[src/rtl/bus_pkg.sv]
`default_nettype none
// ----------------------------------------------------------------------------
// bus_pkg : shared state encoding, defaults and helpers for Wishbone bridges
// Rev 1.0
// ----------------------------------------------------------------------------
package bus_pkg;

  localparam logic [2:0] c_st_idle  = 3'd0;
  localparam logic [2:0] c_st_busy  = 3'd1;
  localparam logic [2:0] c_st_retry = 3'd2;
  localparam logic [2:0] c_st_drain = 3'd3;
  localparam logic [2:0] c_st_hold  = 3'd4;

  localparam int unsigned c_def_timeout = 255;
  localparam int unsigned c_def_retries = 2;

  function automatic int unsigned clog2(input int unsigned v);
    int unsigned r;
    r = 0;
    for (int unsigned i = 0; i < 32; i++) begin
      if ((64'd1 << i) < {32'd0, v}) r = i + 1;
    end
    return r;
  endfunction

endpackage
`default_nettype wire

[src/rtl/wb_watchdog.sv]
`default_nettype none
// ----------------------------------------------------------------------------
// wb_watchdog : loadable down-counter, o_expired while the count sits at zero
// Rev 1.0
// ----------------------------------------------------------------------------
module wb_watchdog #(
  parameter int unsigned CW = 8
) (
  input  logic          clk,
  input  logic          rst,
  input  logic          i_load,
  input  logic [CW-1:0] i_load_val,
  input  logic          i_en,
  output logic          o_expired
);

  logic [CW-1:0] r_count;

  // Saturates at zero so a late enable never wraps into a fresh timeout.
  always_ff @(posedge clk or negedge rst) begin
    if (!rst) begin
      r_count <= '0;
    end else if (i_load) begin
      r_count <= i_load_val;
    end else if (i_en && (r_count != '0)) begin
      r_count <= r_count - 1'b1;
    end
  end

  assign o_expired = (r_count == '0);

endmodule
`default_nettype wire

[src/rtl/wb_master_bridge.sv]
`default_nettype none
// ----------------------------------------------------------------------------
// wb_master_bridge : CPU pipeline port to Wishbone B3 classic master
// Rev 1.0
// ----------------------------------------------------------------------------
module wb_master_bridge
  import bus_pkg::*;
#(
  parameter int unsigned AW        = 32,
  parameter int unsigned DW        = 32,
  parameter int unsigned SW        = DW / 8,
  parameter int unsigned STALL_W   = 6,
  parameter int unsigned STALL_IDX = 1,
  parameter int unsigned TIMEOUT   = c_def_timeout,
  parameter int unsigned RETRIES   = c_def_retries
) (
  input  logic               clk,
  input  logic               rst,
  input  logic [STALL_W-1:0] stall_i,
  input  logic               flush_i,
  input  logic               cpu_ce_i,
  input  logic               cpu_we_i,
  input  logic [AW-1:0]      cpu_addr_i,
  input  logic [SW-1:0]      cpu_sel_i,
  input  logic [DW-1:0]      cpu_data_i,
  output logic [DW-1:0]      cpu_data_o,
  output logic               stallreq,
  output logic               bus_err_o,
  input  logic [DW-1:0]      wishbone_data_i,
  input  logic               wishbone_ack_i,
  input  logic               wishbone_err_i,
  output logic [AW-1:0]      wishbone_addr_o,
  output logic [DW-1:0]      wishbone_data_o,
  output logic               wishbone_we_o,
  output logic [SW-1:0]      wishbone_sel_o,
  output logic               wishbone_stb_o,
  output logic               wishbone_cyc_o
);

  localparam int unsigned   TW          = clog2(TIMEOUT + 1);
  localparam logic [TW-1:0] c_wd_load   = TW'(TIMEOUT - 1);
  localparam logic [2:0]    c_retry_max = 3'(RETRIES);

  logic [2:0]    r_state;
  logic [2:0]    r_retry;
  logic          r_cyc;
  logic          r_we;
  logic          r_berr;
  logic [AW-1:0] r_addr;
  logic [DW-1:0] r_wdata;
  logic [DW-1:0] r_rd_buf;
  logic [SW-1:0] r_sel;

  logic w_stall;
  logic w_start;
  logic w_ack;
  logic w_err;
  logic w_err_retry;
  logic w_expired;
  logic w_fatal;
  logic w_wd_load;
  logic w_wd_en;
  logic w_unused;

  assign w_stall     = stall_i[STALL_IDX];
  assign w_start     = cpu_ce_i & ~flush_i;
  assign w_ack       = wishbone_ack_i;
  assign w_err       = wishbone_err_i & ~wishbone_ack_i;
  assign w_err_retry = w_err & (r_retry < c_retry_max);
  // Terminal outcome: ERR with retries exhausted, or a silent bus at timeout.
  assign w_fatal     = ~w_ack & ((w_err & ~w_err_retry) | (~wishbone_err_i & w_expired));
  assign w_wd_load   = ((r_state == c_st_idle) & w_start) | (r_state == c_st_retry);
  assign w_wd_en     = (r_state == c_st_busy) | (r_state == c_st_drain);
  assign w_unused    = ^stall_i;

  wb_watchdog #(
    .CW (TW)
  ) u_watchdog (
    .clk        (clk),
    .rst        (rst),
    .i_load     (w_wd_load),
    .i_load_val (c_wd_load),
    .i_en       (w_wd_en),
    .o_expired  (w_expired)
  );

  always_ff @(posedge clk or negedge rst) begin
    if (!rst) begin
      r_state  <= c_st_idle;
      r_retry  <= '0;
      r_cyc    <= 1'b0;
      r_we     <= 1'b0;
      r_berr   <= 1'b0;
      r_addr   <= '0;
      r_wdata  <= '0;
      r_rd_buf <= '0;
      r_sel    <= '0;
    end else begin
      case (r_state)
        c_st_idle: begin
          if (w_start) begin
            r_addr  <= cpu_addr_i;
            r_wdata <= cpu_data_i;
            r_we    <= cpu_we_i;
            r_sel   <= cpu_sel_i;
            r_cyc   <= 1'b1;
            r_retry <= '0;
            r_state <= c_st_busy;
          end
        end
        c_st_busy: begin
          if (flush_i) begin
            r_state <= c_st_drain;
          end else if (w_ack) begin
            r_cyc <= 1'b0;
            if (!r_we) r_rd_buf <= wishbone_data_i;
            r_state <= w_stall ? c_st_hold : c_st_idle;
          end else if (w_err_retry) begin
            r_cyc   <= 1'b0;
            r_retry <= r_retry + 3'd1;
            r_state <= c_st_retry;
          end else if (w_fatal) begin
            r_cyc    <= 1'b0;
            r_berr   <= 1'b1;
            r_rd_buf <= '0;
            r_state  <= c_st_hold;
          end
        end
        c_st_retry: begin
          r_cyc   <= 1'b1;
          r_state <= c_st_busy;
        end
        c_st_drain: begin
          // The flushed result is thrown away; only the bus handshake matters.
          if (w_ack || wishbone_err_i || w_expired) begin
            r_cyc   <= 1'b0;
            r_state <= c_st_idle;
          end
        end
        c_st_hold: begin
          if (!w_stall || flush_i) begin
            r_berr  <= 1'b0;
            r_state <= c_st_idle;
          end
        end
        default: begin
          r_cyc   <= 1'b0;
          r_state <= c_st_idle;
        end
      endcase
    end
  end

  always_comb begin
    stallreq = 1'b0;
    case (r_state)
      c_st_idle:  stallreq = w_start;
      c_st_busy:  stallreq = ~w_ack & ~w_fatal;
      c_st_retry: stallreq = 1'b1;
      default:    stallreq = 1'b0;
    endcase
  end

  assign cpu_data_o = ((r_state == c_st_busy) && w_ack) ? wishbone_data_i :
                      (r_state == c_st_hold)            ? r_rd_buf        : '0;

  assign bus_err_o       = r_berr;
  assign wishbone_addr_o = r_addr;
  assign wishbone_data_o = r_wdata;
  assign wishbone_we_o   = r_we;
  assign wishbone_sel_o  = r_sel;
  assign wishbone_stb_o  = r_cyc;
  assign wishbone_cyc_o  = r_cyc;

endmodule
`default_nettype wire
[config.mk]
export PLATFORM = sky130hd
export DESIGN_NAME = wb_master_bridge
export DESIGN_NICKNAME = d
export VERILOG_FILES = /design/src/rtl/bus_pkg.sv /design/src/rtl/wb_watchdog.sv /design/src/rtl/wb_master_bridge.sv
export SDC_FILE = /design/constraint.sdc
export NUM_CORES = 1
export LEC_CHECK = 0
export BUFFER_PORTS_ARGS = -buffer_cell sky130_fd_sc_hd__buf_2
export CAP_MARGIN = 10
export CORE_UTILIZATION = 25
export CTS_BUF_LIST = sky130_fd_sc_hd__clkbuf_8
export CTS_CLUSTER_SIZE = 8
export DETAILED_ROUTE_END_ITERATION = 7
export GPL_TIMING_DRIVEN = 0
export PLACE_DENSITY = 0.44
export SYNTH_ARGS = -nofsm -noshare
export SYNTH_HDL_FRONTEND = slang
export SYNTH_SLANG_ARGS = --single-unit
[constraint.sdc]
create_clock -name clk -period 2.5 [get_ports clk]
set_input_delay 0.5 -clock clk [delete_from_list [all_inputs] [get_ports clk]]
set_output_delay 0.5 -clock clk [all_outputs]
set_load 0.01 [all_outputs]
Word-level counts from Yosys, hierarchy flattened
Index checks and enable logic that the tools add are counted.
{ "word_totals": {"regBits": 117, "latchBits": 0, "ram_bits": 0, "rom_bits": 0, "output_inout_bits": 105, "word_cells": 101, "mem_count": 0} }
{ "op_classes": {"addsub": 2, "n_mul": 0, "n_div": 0, "n_lt_le_gt_ge": 1, "eq_ne": 16, "n_shift": 0, "mux": 36, "n_bitwise": 17, "n_reduce_logical": 19} }
{ "ops": {"columns": ["op", "n"], "rows": [
  ["$mux 32", 6],
  ["$mux 3", 12],
  ["$ne 2x2->1 const B", 9],
  ["$mux 8", 2],
  ["$pmux 3 s5", 1],
  ["$reduce_and 5->1", 3],
  ["$mux 1", 11],
  ["$and 1x1->1", 8],
  ["$logic_not 8->1", 1],
  ["$reduce_bool 2->1", 4],
  ["$reduce_bool 8->1", 1],
  ["$sub 8x1->8 const B", 1],
  ["$eq 3x2->1 const B", 2],
  ["$not 1->1", 6],
  ["$pmux 3 s2", 1],
  ["$reduce_and 6->1", 1],
  ["$ne 5x5->1 const B", 1],
  ["$pmux 1 s5", 1],
  ["$ne 4x4->1 const B", 1],
  ["$reduce_and 4->1", 1],
  ["$add 3x1->3 const B", 1],
  ["$eq 3x1->1 const B", 1],
  ["$eq 3x3->1 const B", 1],
  ["$logic_not 3->1", 1],
  ["9 further kinds", 14]
]} }

Longest topological paths before layout
{ "depth": {"ltp_word": 12, "mapped_depth": 7, "ltp_nobuf": 6} }

Modules after synthesis
From an unflattened synthesis, not the netlist that was laid out.
{ "hier_totals": {"cells_unflattened": 522, "area_unflattened_um2": 5178.7} }
{ "by_module_without_submodules": {"columns": ["module", "n_inst", "cells_per_inst", "area_each_um2", "seq_area_each_um2"], "rows": [
  ["wb_master_bridge", 1, 457, 4606.9, 2727.6],
  ["wb_watchdog", 1, 65, 571.8, 200.2]
]} }

Worst setup path after synthesis
Ideal clock, no wire load.
{ "synth_path": {"path_kind": "reg2out", "start": "register r_state[2]", "end": "output port cpu_data_o[10]", "t_arrival_ns": 1.534, "required_time_ns": 2.000, "slack_ns": 0.466, "stages_incl_launch_ff": 6, "n_path_buf": 2, "path_cell_list": "dfrtp_1 -> and2b_1 -> and3_1 -> clkbuf_1 -> clkbuf_1 -> a22o_1"} }
{ "synth_between": {"elab_chain_cells": 3} }
{ "synth_rtl": {"columns": ["element", "line", "text"], "rows": [
  ["start, declared", "wb_master_bridge.sv:44", "logic [2:0] r_state;"],
  ["start signal, assigned", "wb_master_bridge.sv:89", "r_state <= c_st_idle;"],
  ["start signal, assigned", "wb_master_bridge.sv:108", "r_state <= c_st_busy;"],
  ["start signal, assigned", "wb_master_bridge.sv:113", "r_state <= c_st_drain;"],
  ["$eq 3x3->1 / $eq 3x1->1 (equally long branches)", "wb_master_bridge.sv:165, wb_master_bridge.sv:164", null],
  ["$mux 32 / $logic_and 1x1->1 (equally long branches)", "wb_master_bridge.sv:165, wb_master_bridge.sv:164", null],
  ["$mux 32 *", "wb_master_bridge.sv:164", "assign cpu_data_o = ((r_state == c_st_busy) && w_ack) ? wishbone_data_i :"],
  ["end, declared", "wb_master_bridge.sv:26", "output logic [DW-1:0] cpu_data_o,"]
]} }
Every way passes the cells marked *; elsewhere a longest branch is shown, timed or not.

Worst setup path after layout
{ "layout_path": {"start": "register u_watchdog.r_count[1]", "end": "output port stallreq"} }
{ "layout_between": {"elab_chain_cells": 7} }
{ "layout_rtl": {"columns": ["element", "line", "text"], "rows": [
  ["start, declared", "wb_watchdog.sv:17", "logic [CW-1:0] r_count;"],
  ["start signal, assigned", "wb_watchdog.sv:24", "r_count <= i_load_val;"],
  ["start signal, assigned", "wb_watchdog.sv:26", "r_count <= r_count - 1'b1;"],
  ["$logic_not 8->1", "wb_watchdog.sv:30", "assign o_expired = (r_count == '0);"],
  ["$and 1x1->1", "wb_master_bridge.sv:71", "assign w_fatal = ~w_ack & ((w_err & ~w_err_retry) | (~wishbone_err_i & w_expired));"],
  ["$or 1x1->1", "wb_master_bridge.sv:71", null],
  ["$and 1x1->1", "wb_master_bridge.sv:71", null],
  ["$not 1->1", "wb_master_bridge.sv:158", "c_st_busy: stallreq = ~w_ack & ~w_fatal;"],
  ["$and 1x1->1", "wb_master_bridge.sv:158", null],
  ["$pmux 1 s3", "wb_master_bridge.sv:156", "case (r_state)"],
  ["end, declared", "wb_master_bridge.sv:27", "output logic stallreq,"]
]} }
No other way between the ends.

==> impl_metrics.env <==
export IMPL_startpoint_type="flop"
export IMPL_syn_nets=477
export IMPL_cp_cell_sequence="inv_2 > ha_4 > or3b_4 > o21bai_4 > nor2b_4 > o21ai_2 > buf_2"
export IMPL_syn_instance_count=361
export IMPL_fmax_mhz=405
export IMPL_min_period_ns=2.47
export IMPL_synthXorXnorAreaFrac=0.00527
export IMPL_yosysWarnings=0
export IMPL_postRouteAntennaNets=0
export IMPL_synthArstFlopShare=1.00
export IMPL_path_max_fanout=2
export IMPL_rsz0062_at_grt="true"
export IMPL_grt_usage=0.135
export IMPL_areaGrowthSynthToFinish_pct=41.2
export IMPL_cts_hold_buf=0
export IMPL_finalCritPeriodShare=0.988
export IMPL_synth_seq_cells=117
export IMPL_core_um2=19500
export IMPL_p_sw_frac=0.345
export IMPL_p_int_mw=5.33
export IMPL_synth_fa_ha_area_frac=0.00752
export IMPL_design_area_um2=7050
export IMPL_seq_area_frac_synth=0.587
export IMPL_layout_setup_ws_ns=0.0301
export IMPL_grt_pass1_wl_um=21100
export IMPL_run_status="complete, no violations"
export IMPL_synth_top_area_cell="dfrtp_1"
export IMPL_crit_arrival_ns=1.97
export IMPL_grt_overflow=0
export IMPL_hold_viol=0
export IMPL_htreeDepth=4
export IMPL_initial_core_util=0.256
export IMPL_synth_mux_area_frac=0.162
export IMPL_ir_drop_uv=449
export IMPL_cp_required_ns=2.00
export IMPL_yosys_area_share_simple=0.0564
export IMPL_critPathBufInv=2
export IMPL_pin_count=218
export IMPL_fin_skew_ns=0.0130
export IMPL_dp_hpwl_um=9560
export IMPL_synth_area_leaders="dfrtp_1, mux2_1, a22o_1, buf_2, buf_6"
export IMPL_clock_latency_ns=0.43
export IMPL_combPwrFrac=0.392
export IMPL_drv_slew=0
export IMPL_powerDensity_nw_per_um2=1160
export IMPL_nFillCells=1973
export IMPL_cpPeakStageDelay_ns=0.40
export IMPL_floorplan_die_area_um2=20500
export IMPL_dr_first_iter_drc_count=111
export IMPL_clockBufferDepth=2
export IMPL_avgSynthCellArea_um2=13.8
export IMPL_final_cell_mix="buf_2, dfrtp_1, mux2_1"
export IMPL_worst_pin_slew_ns=0.710
export IMPL_firstDrtPassIters=6
export IMPL_cts_sinks=117
export IMPL_synth_compound_area_share=0.148
export IMPL_fp_dieW_um=143
export IMPL_hold_path_class="in2async"
export IMPL_maxCapViolations=0
export IMPL_die_h_um=143
export IMPL_slew_headroom=0.521
export IMPL_crit_type="reg2out"
export IMPL_cts_tree="built"
export IMPL_clkTransAtPathRegs_ns=0.07
export IMPL_crit_family="simple AND/OR/NAND/NOR gates"
export IMPL_vias=3950
export IMPL_pwr_share_clk=0.208
export IMPL_grt_pass1_vias=4150
export IMPL_grt_max_degree=66
export IMPL_drive_above_1_share=0.490
export IMPL_synthFlopType="dfrtp_1"
export IMPL_wl_um=13500
export IMPL_finalSetupViolations=0
export IMPL_gp_congestion=0.765
export IMPL_endpoint_kind="output port"
export IMPL_port_buffers=211
export IMPL_leakage_nw=3.51
export IMPL_switchingPower_mw=2.81
export IMPL_drcViolationCount=0
export IMPL_pre_cts_ws_ns=-0.215
export IMPL_root_buffer="clkbuf_8"
export IMPL_synth_edff_count=0
export IMPL_seqPwrFrac=0.400
export IMPL_ys_types=44
export IMPL_synth_area_um2=4990
export IMPL_wl_per_cell_um=15.1
export IMPL_synth_top_cell_area_share=0.587
export IMPL_cp_slowest_cell="dfrtp_1"
export IMPL_fin_nets=730
export IMPL_multi_input_area_um2=1950
export IMPL_synth_top_family_by_area="multiplexers"
export IMPL_final_common_cell="buf_2"
export IMPL_rows=51
export IMPL_final_seq_area_um2=2930
export IMPL_vias_per_cell=4.43
export IMPL_placed_cell_area_um2=6410
export IMPL_numCtsBuffers=17
export IMPL_antenna_found_initial=1
==> synth_stat cells (4+ instances only) <==
library cell  count
a22o_1           64
buf_2            13
buf_6             4
clkbuf_1          7
dfrtp_1         117
inv_1             7
mux2_1           69
nand2_1           8
nand3_1           4
nor2_1            9
nor3_1            4
o21ai_0           4
==> layer usage <==
metal  vias to the layer above  GRT usage  routed length, um  share of wire
li1                       1854          -                  -              -
met1                      1937      0.158               5650           0.42
met2                       146      0.224               6570           0.49
met3                        13     0.0506               1090          0.081
met4                         0     0.0532                183          0.014
met5                         -          0                  0              0
==> logic make-up (layout without fill, tap and decap cells) <==
logic type / count (synthesis) / count (layout)
xor+xnor: 3 / 3
flops: 117 / 117
fa+ha+maj: 3 / 3
compound gates: 86 / 86
buf+inv: 32 / 297
simple gates: 48 / 48
other cells: 0 / 1
mux: 72 / 72
==> worst reg2reg max path, stage by stage (launching register included) <==
cell	delay [ns]
dfrtp_1	0.38
inv_2	0.06
buf_4	0.13
buf_4	0.12
buf_4	0.12
buf_4	0.12
buf_4	0.12
buf_4	0.12
buf_4	0.12
buf_4	0.12
buf_4	0.12
buf_4	0.14
ha_4	0.16
nand3b_1	0.09
nor3b_2	0.05
xnor2_1	0.15
nand2_1	0.07
==> power groups by stage <==
stage | combinational, mW | clock, mW | sequential (mW)
2_1_floorplan | 1.42 | 0 | 3.49
3_3_place_gp | 2.87 | 0 | 3.24
3_5_place_dp | 2.91 | 0 | 3.26
4_1_cts | 3.14 | 1.76 | 3.27
5_1_grt | 3.50 | 1.85 | 3.37
6_report | 3.19 | 1.69 | 3.25
==> through the flow <==
| stage | TNS, ns | power [mW] | hold slack [ns] | cells | utilization |
|---|---|---|---|---|---|
| 5_1_grt | -0.0634 | 8.71 | 0.0251 | 891 | 0.361 |
| 6_report | 0 | 8.14 | 0.0162 | 892 | 0.361 |
| 3_5_place_dp | -4.00 | 6.17 | 0.470 | 838 | 0.328 |
| 2_1_floorplan | 0 | 4.91 | 0.204 | 361 | - |
| 3_3_place_gp | -75.97 | 6.11 | 0.463 | 837 | 0.327 |
| 4_1_cts | -0.0152 | 8.17 | 0.00934 | 887 | 0.358 |
==> flip-flops by register name, summed over array words and instances, names as in the netlist <==
| register | count |
|---|---|
| wishbone_cyc_o | 1 |
| r_rd_buf | 32 |
| bus_err_o | 1 |
| wishbone_addr_o | 32 |
| wishbone_we_o | 1 |
| wishbone_sel_o | 4 |
| wishbone_data_o | 32 |
| r_state | 3 |
| u_watchdog.r_count | 8 |
| r_retry | 3 |
==> timing repair <==
| action | CTS | global route |
|---|---|---|
| setup buffers | 20 | 5 |
| pin swaps | 5 | 5 |
| setup endpoints to repair | 33 | 25 |
| resized for setup | 22 | 8 |
==> final timing paths <==
path | startpoint | endpoint | cells past startpoint | slack [ns]
max | u_watchdog.r_count[1] | stallreq | 7 | 0.03
min | rst | u_watchdog.r_count[3] | 1 | 0.02
max reg2reg | u_watchdog.r_count[0] | u_watchdog.r_count[6] | 16 | 0.16
min reg2reg | wishbone_addr_o[15] | wishbone_addr_o[15] | 1 | 0.48
max in group asynchronous | rst | wishbone_data_o[31] | 2 | 1.77
min in group clk | cpu_data_i[4] | wishbone_data_o[4] | 2 | 0.28
==> cell type report <==
| cell class | count | share of cell area |
|---|---|---|
| diodes | 1 | 0.000355 |
| flip-flops and latches | 117 | 0.416 |
| well taps | 265 | 0.0470 |
| inverters | 7 | 0.00373 |
| clock buffers | 19 | 0.0371 |
| repair buffers | 236 | 0.180 |
| multi-input cells | 212 | 0.277 |
| clock inverters | 12 | 0.0165 |
| plain buffers | 23 | 0.0222 |
Note: power is estimated with default switching activity, not from simulation.
